==> config.mk <==
export PLATFORM = sky130hd
export DESIGN_NAME = pll_lock_supervisor
export DESIGN_NICKNAME = d
export VERILOG_FILES = /design/src/rtl/pll_sup_pkg.sv /design/src/rtl/sync_2ff.sv /design/src/rtl/pll_lock_supervisor.sv
export SDC_FILE = /design/constraint.sdc
export NUM_CORES = 1
export LEC_CHECK = 0
export ABC_CLOCK_PERIOD_IN_PS = 6800
export BUFFER_PORTS_ARGS = -buffer_cell sky130_fd_sc_hd__buf_4
export CAP_MARGIN = 20
export CORE_ASPECT_RATIO = 1.5
export CORE_UTILIZATION = 30
export DETAILED_ROUTE_END_ITERATION = 10
export GPL_ROUTABILITY_DRIVEN = 0
export GPL_TIMING_DRIVEN = 0
export SKIP_CTS_REPAIR_TIMING = 1
export SYNTH_ARGS = -nofsm -noshare
export SYNTH_HDL_FRONTEND = slang
export SYNTH_SLANG_ARGS = --single-unit
==> constraint.sdc <==
create_clock -name clock_in -period 6.8 [get_ports clock_in]
set_clock_uncertainty 0.2 [all_clocks]
set_input_delay 0.68 -clock clock_in [delete_from_list [all_inputs] [get_ports clock_in]]
set_output_delay 0.68 -clock clock_in [all_outputs]
set_load 0.1 [all_outputs]
==> src/rtl/pll_sup_pkg.sv <==
// Shared types and sizing helpers for the PLL lock supervisor.
package pll_sup_pkg;

    typedef enum logic [2:0] {
        RST_PLL,
        WAIT_LOCK,
        STABLE,
        RUN,
        FAULT
    } pll_state_e;

    function automatic int tmr_width(input int a, input int b, input int c);
        int m;
        m = a;
        if (b > m) m = b;
        if (c > m) m = c;
        return $clog2(m) + 1;
    endfunction

endpackage

==> src/rtl/sync_2ff.sv <==
// Two-flop synchronizer for a single asynchronous level, reset to 0.
module sync_2ff (
    input  logic clk_i,
    input  logic rst_ni,
    input  logic d_i,
    output logic q_o
);

    logic meta_q;
    logic sync_q;

    always_ff @(posedge clk_i or negedge rst_ni) begin
        if (!rst_ni) begin
            meta_q <= 1'b0;
            sync_q <= 1'b0;
        end else begin
            meta_q <= d_i;
            sync_q <= meta_q;
        end
    end

    assign q_o = sync_q;

endmodule

==> src/rtl/pll_lock_supervisor.sv <==
// PLL RESETB/LOCK sequencer with timeout, retries and lock-loss counting.
// Define PLL_SUP_BYPASS_FALLBACK_EN to run degraded on the bypassed PLL after FAULT.
module pll_lock_supervisor
    import pll_sup_pkg::*;
#(
    parameter int RESET_CYCLES  = 16,
    parameter int LOCK_TIMEOUT  = 4800,
    parameter int STABLE_CYCLES = 480,
    parameter int MAX_RETRIES   = 3,
    parameter int CNT_W         = 8
) (
    input  logic             clock_in,
    input  logic             resetn,
    input  logic             pll_locked,
    input  logic             relock_req,
    output logic             pll_resetb,
    output logic             pll_bypass,
    output logic             sys_rst_n,
    output logic             ready,
    output logic             fault,
    output logic [CNT_W-1:0] lock_loss_count
);

    localparam int TMR_W = tmr_width(RESET_CYCLES, LOCK_TIMEOUT, STABLE_CYCLES);
    localparam int RTY_W = $clog2(MAX_RETRIES + 1);

    localparam logic [TMR_W-1:0] RST_LAST = TMR_W'(RESET_CYCLES - 1);
    localparam logic [TMR_W-1:0] TO_LAST  = TMR_W'(LOCK_TIMEOUT - 1);
    localparam logic [TMR_W-1:0] STB_LAST = TMR_W'(STABLE_CYCLES - 1);
    localparam logic [RTY_W-1:0] RTY_MAX  = RTY_W'(MAX_RETRIES);

    logic lk;

    pll_state_e       state_q, state_d;
    logic [TMR_W-1:0] tmr_q, tmr_d;
    logic [RTY_W-1:0] rty_q, rty_d;
    logic [CNT_W-1:0] cnt_q, cnt_d;

    logic resetb_q, resetb_d;
    logic srst_q, srst_d;
    logic ready_q, ready_d;
    logic fault_q, fault_d;

    sync_2ff u_lock_sync (
        .clk_i  (clock_in),
        .rst_ni (resetn),
        .d_i    (pll_locked),
        .q_o    (lk)
    );

    always_comb begin
        state_d = state_q;
        tmr_d   = tmr_q;
        rty_d   = rty_q;
        cnt_d   = cnt_q;
        unique case (state_q)
            RST_PLL: begin
                if (tmr_q == RST_LAST) state_d = WAIT_LOCK;
                else tmr_d = tmr_q + 1'b1;
            end
            WAIT_LOCK: begin
                if (lk) begin
                    state_d = STABLE;
                end else if (tmr_q == TO_LAST) begin
                    rty_d   = rty_q + 1'b1;
                    state_d = (rty_d == RTY_MAX) ? FAULT : RST_PLL;
                end else begin
                    tmr_d = tmr_q + 1'b1;
                end
            end
            STABLE: begin
                if (!lk) begin
                    state_d = RST_PLL;
                end else if (tmr_q == STB_LAST) begin
                    state_d = RUN;
                    rty_d   = '0;
                end else begin
                    tmr_d = tmr_q + 1'b1;
                end
            end
            RUN: begin
                if (!lk) begin
                    state_d = RST_PLL;
                    if (cnt_q != '1) cnt_d = cnt_q + 1'b1;
                end
            end
            FAULT: ;
            default: state_d = RST_PLL;
        endcase
        // Lock-loss count above survives a simultaneous relock request.
        if (relock_req) begin
            state_d = RST_PLL;
            rty_d   = '0;
        end
        if (state_d != state_q || relock_req) tmr_d = '0;
    end

    assign resetb_d = (state_d == WAIT_LOCK) || (state_d == STABLE) ||
                      (state_d == RUN);
    assign ready_d  = (state_d == RUN);
    assign fault_d  = (state_d == FAULT);

`ifdef PLL_SUP_BYPASS_FALLBACK_EN
    logic arm_q, arm_d;
    logic bypass_q, bypass_d;

    // Release downstream reset on the third FAULT cycle, clocked from bypass.
    assign arm_d    = (state_q == FAULT) && (state_d == FAULT);
    assign bypass_d = (state_d == FAULT);
    assign srst_d   = (state_d == RUN) || ((state_d == FAULT) && arm_q);

    always_ff @(posedge clock_in or negedge resetn) begin
        if (!resetn) begin
            arm_q    <= 1'b0;
            bypass_q <= 1'b0;
        end else begin
            arm_q    <= arm_d;
            bypass_q <= bypass_d;
        end
    end

    assign pll_bypass = bypass_q;
`else
    assign srst_d     = (state_d == RUN);
    assign pll_bypass = 1'b0;
`endif

    always_ff @(posedge clock_in or negedge resetn) begin
        if (!resetn) begin
            state_q  <= RST_PLL;
            tmr_q    <= '0;
            rty_q    <= '0;
            cnt_q    <= '0;
            resetb_q <= 1'b0;
            srst_q   <= 1'b0;
            ready_q  <= 1'b0;
            fault_q  <= 1'b0;
        end else begin
            state_q  <= state_d;
            tmr_q    <= tmr_d;
            rty_q    <= rty_d;
            cnt_q    <= cnt_d;
            resetb_q <= resetb_d;
            srst_q   <= srst_d;
            ready_q  <= ready_d;
            fault_q  <= fault_d;
        end
    end

    assign pll_resetb      = resetb_q;
    assign sys_rst_n       = srst_q;
    assign ready           = ready_q;
    assign fault           = fault_q;
    assign lock_loss_count = cnt_q;

endmodule

==> tab_implementation.tex <==
\begin{tabular}{lr}
\hline
Metric & Value \\
\hline
\multicolumn{2}{l}{\textbf{Power and ir drop}} \\
Leakage power of the design & 0.983 nW \\
Worst voltage drop across the vdd grid & 94.8 uV \\
Total power divided by cell area & 179 mW/mm\^{}2 \\
\multicolumn{2}{l}{\textbf{Placed design}} \\
Placed wire-length estimate after detailed placement & 3.26 mm \\
Pre-CTS setup slack & 4.37 ns \\
Number of I/O port buffers & 14 \\
Placed instance count & 280 \\
\multicolumn{2}{l}{\textbf{Synthesis}} \\
Number of synthesized register bits & 32 \\
Dominant cell type by area after synthesis & sky130\_fd\_sc\_hd\_\_dfrtp\_1 \\
Number of warnings issued by yosys & 0 \\
Synthesized Nets & 199 \\
Most repeated cell in the gate-level netlist after synthesis & sky130\_fd\_sc\_hd\_\_dfrtp\_1 \\
Share of the synthesized area in the top cell type & 42.2\% \\
Ys async rst share & 100\% \\
Count of different cell masters after synthesis & 49 \\
Leading post-synthesis cells by cell area & sky130\_fd\_sc\_hd\_\_dfrtp\_1 42\%, sky130\_fd\_sc\_hd\_\_a22oi\_1 4.4\%, sky130\_fd\_sc\_hd\_\_or4\_1 4.0\%, sky130\_fd\_sc\_hd\_\_o31ai\_1 3.6\%, sky130\_fd\_sc\_hd\_\_nand4\_1 3.3\% \\
Number of flops mapped to enable cells by yosys & 0 \\
Cell count after synthesis & 192 \\
Dominant register cell in the synthesized netlist & sky130\_fd\_sc\_hd\_\_dfrtp\_1 \\
Most instantiated cells after synthesis & 32 x sky130\_fd\_sc\_hd\_\_dfrtp\_1, 12 x sky130\_fd\_sc\_hd\_\_nor2\_1, 11 x sky130\_fd\_sc\_hd\_\_a22oi\_1, 11 x sky130\_fd\_sc\_hd\_\_nand2\_1, 11 x sky130\_fd\_sc\_hd\_\_nand3\_1 \\
Synthesized area per cell & 9.89 um\^{}2 \\
Post-synthesis sequential area ratio & 42.2\% \\
Synthesized cell area & 0.00190 mm\^{}2 \\
\multicolumn{2}{l}{\textbf{Detailed routing}} \\
Wire length after detailed routing & 4.42 mm \\
Routed wire length per instance & 15.4 um \\
Via-per-instance ratio & 5.64 \\
Via count & 1,624 \\
Final ANT Viol Nets & 0 \\
Total DRC errors in the routed layout & 0 \\
Number of iterations in the first detailed-routing pass & 4 \\
Number of DRC markers after the initial detailed-route iteration & 72 \\
\multicolumn{2}{l}{\textbf{Die}} \\
FP Rows & 35 \\
Die Footprint & 0.00666 mm\^{}2 \\
I/O pins & 17 \\
Die Height & 99.4 um \\
Horizontal die dimension & 66.9 um \\
Initial core utilization & 31.0\% \\
Area of the placeable core & 0.00613 mm\^{}2 \\
\multicolumn{2}{l}{\textbf{Clock network}} \\
Clock insertion delay at the later pin of the skew report & 0.28 ns \\
Clock transition at the registers of the reported paths & 0.07 ns \\
Root Buffer & sky130\_fd\_sc\_hd\_\_clkbuf\_8 \\
Clk buf depth & 2 \\
Clock tree from TritonCTS & yes \\
Num Clock Sinks & 32 \\
Number of buffers created by CTS & 5 \\
H-tree depth reported by CTS & 2 \\
\multicolumn{2}{l}{\textbf{Global routing}} \\
Pin count of the biggest net entering global routing & 33 \\
First-pass GRT wire length & 7.63 mm \\
Grt ovf & 0 \\
Global Route Usage Sum & 14.8\% \\
Number of global-route vias before repair & 1,667 \\
Antenna violations before repair & 0 \\
\multicolumn{2}{l}{\textbf{Worst setup path}} \\
Critical Path Source & tmr\_q[0] \\
Worst-path fanout max & 10 \\
Cell count of the worst reg-to-reg path & 9 \\
Delay of the slowest critical-path stage & 0.42 ns \\
Worst flop-to-flop path startpoint & tmr\_q[0] \\
Required @ worst endpoint & 6.79 ns \\
Data arrival time of the critical path & 2.42 ns \\
CP Class & register to register \\
Critical path startpoint category & register \\
Library cell appearing most often on the critical path & sky130\_fd\_sc\_hd\_\_buf\_4 \\
Slowest cell on crit path & sky130\_fd\_sc\_hd\_\_dfrtp\_1 \\
Worst-path cell chain & ha\_1 -> and3\_1 -> buf\_2 -> nand4\_1 -> nor2\_2 -> buf\_4 -> buf\_4 -> o31ai\_1 -> a22oi\_1 \\
Type of element capturing the critical path & register \\
\multicolumn{2}{l}{\textbf{Timing}} \\
Setup repair after global routing missed its margin & no \\
Total of endpoints with negative setup slack in the final report & 0 \\
Relative slew slack & 59.0\% \\
Worst Slack Setup Final & 4.37 ns \\
Final number of hold-violating endpoints & 0 \\
Maximum operating frequency & 0.412 GHz \\
Transition time at the pin with the least slew margin & 0.608 ns \\
Post-Route Setup TNS & 0 ns \\
Share of the cycle needed by the critical path after routing & 35.7\% \\
Final critical path time including I/O delays and setup & 2.43 ns \\
Count of pins over their slew limit & 0 \\
\multicolumn{2}{l}{\textbf{Run}} \\
Count of max-cap constraint violations & 0 \\
\multicolumn{2}{l}{\textbf{Cells and area}} \\
Layout cells sized above 1 & 21.0\% \\
Sequential cell area & 801 um\^{}2 \\
Fraction of the core area covered by cells at the end of the flow & 36.0\% \\
Layout-stage area growth over the synthesis result & 16.3\% \\
Final antenna diode count & 0 \\
Multi-input gate area in the final layout & 998 um\^{}2 \\
Cell Count, Final, Fillers Out & 288 \\
Final Net Count & 220 \\
FILL cells & 637 \\
\multicolumn{2}{l}{\textbf{Worst hold path}} \\
Hold/Removal Path Class & primary input to asynchronous set/reset pin \\
\multicolumn{2}{l}{\textbf{Status}} \\
Run status & finished clean \\
\hline
\end{tabular}
## layout make-up
| cell class | instances | area share [%] |
|---|---|---|
| buffer | 13 | 3.97 |
| clock buffer | 5 | 3.12 |
| clock inverter | 3 | 1.93 |
| inverter | 3 | 0.510 |
| multi-input combinational | 144 | 45.2 |
| sequential | 32 | 36.3 |
| tap | 74 | 4.20 |
| timing repair buffer | 14 | 4.76 |
## cells by family after synthesis
| family | count (synthesis) | synth area share [%] |
|---|---|---|
| buf+inv | 16 | 5.21 |
| simple gates | 89 | 28.1 |
| fa+ha+maj | 3 | 1.98 |
| mux | 2 | 1.12 |
| compound gates | 42 | 17.9 |
| xor+xnor | 7 | 3.23 |
| flops | 32 | 42.2 |
| other cells | 1 | 0.198 |
## where the power goes
part	internal (mW)	leakage, nW	switching (mW)	total (mW)
combinational	0.00561	0.489	0.0119	0.0175
sequential	0.192	0.440	0.00216	0.194
clock	0.108	0.0541	0.0741	0.183
## path summary, 6_finish.rpt
| kind | to | slack, ns |
|---|---|---|
| setup / recovery | tmr_q[3] | 4.37 |
| hold / removal | lock_loss_count[3] | 0.12 |
| setup reg to reg | tmr_q[3] | 4.37 |
| hold reg to reg | u_lock_sync.q_o | 0.15 |
| max in group asynchronous | tmr_q[5] | 5.98 |
| min in group clock_in | u_lock_sync.q_o | 0.15 |
## through the flow
stage | cell area, um^2 | power (mW) | hold WS, ns
finish | 2210 | 0.395 | 0.122
global route | 2210 | 0.411 | 0.154
CTS | 2210 | 0.401 | 0.140
detailed placement | 2100 | 0.216 | 0.139
global placement | 2100 | 0.215 | 0.136
floorplan | 1900 | 0.208 | 0.131
## metal layers
layer  vias to the layer above  GRT usage [%]  part of all wire (%)
met1                       809           15.5                    41
met4                         0           7.20                   2.2
met5                         -              0                     0
met3                         9           3.33                   2.6
li1                        779              -                     -
met2                        27           26.9                    55
## flip-flops by register name (all words and copies together) (netlist names)
name,count
fault,1
lock_loss_count,8
pll_resetb,1
ready,1
rty_q,2
state_q,3
tmr_q,14
u_lock_sync.meta_q,1
u_lock_sync.q_o,1
## cell usage in the layout, fill, tap and decap left out, types with 2 or more instances in the layout
master,count
sky130_fd_sc_hd__nand2b_1,2
sky130_fd_sc_hd__nor2_1,12
sky130_fd_sc_hd__nand3_1,11
sky130_fd_sc_hd__o21ai_0,3
sky130_fd_sc_hd__dfrtp_1,32
sky130_fd_sc_hd__o31ai_1,9
sky130_fd_sc_hd__and3_1,5
sky130_fd_sc_hd__buf_2,4
sky130_fd_sc_hd__nor3_1,5
sky130_fd_sc_hd__xor2_1,4
sky130_fd_sc_hd__or4_1,10
sky130_fd_sc_hd__and4_1,3
sky130_fd_sc_hd__o31a_1,2
sky130_fd_sc_hd__clkbuf_8,5
sky130_fd_sc_hd__inv_1,3
sky130_fd_sc_hd__or3_1,6
sky130_fd_sc_hd__nand4_2,2
sky130_fd_sc_hd__nand2_1,11
sky130_fd_sc_hd__o2bb2a_2,2
sky130_fd_sc_hd__buf_4,21
sky130_fd_sc_hd__nor4b_1,2
sky130_fd_sc_hd__a21oi_1,4
sky130_fd_sc_hd__ha_1,3
sky130_fd_sc_hd__xnor2_1,3
sky130_fd_sc_hd__nor4_1,2
sky130_fd_sc_hd__a211o_1,2
sky130_fd_sc_hd__a22oi_1,11
sky130_fd_sc_hd__nand4_1,10
## critical path, delay by kind of cell (launching register included)
kind / cells / cell delay (ns)
simple gates: 3 / 0.62
buf+inv: 3 / 0.59
flops: 1 / 0.42
fa+ha+maj: 1 / 0.26
compound gates: 2 / 0.25
Power figures use the tool's default switching activity.
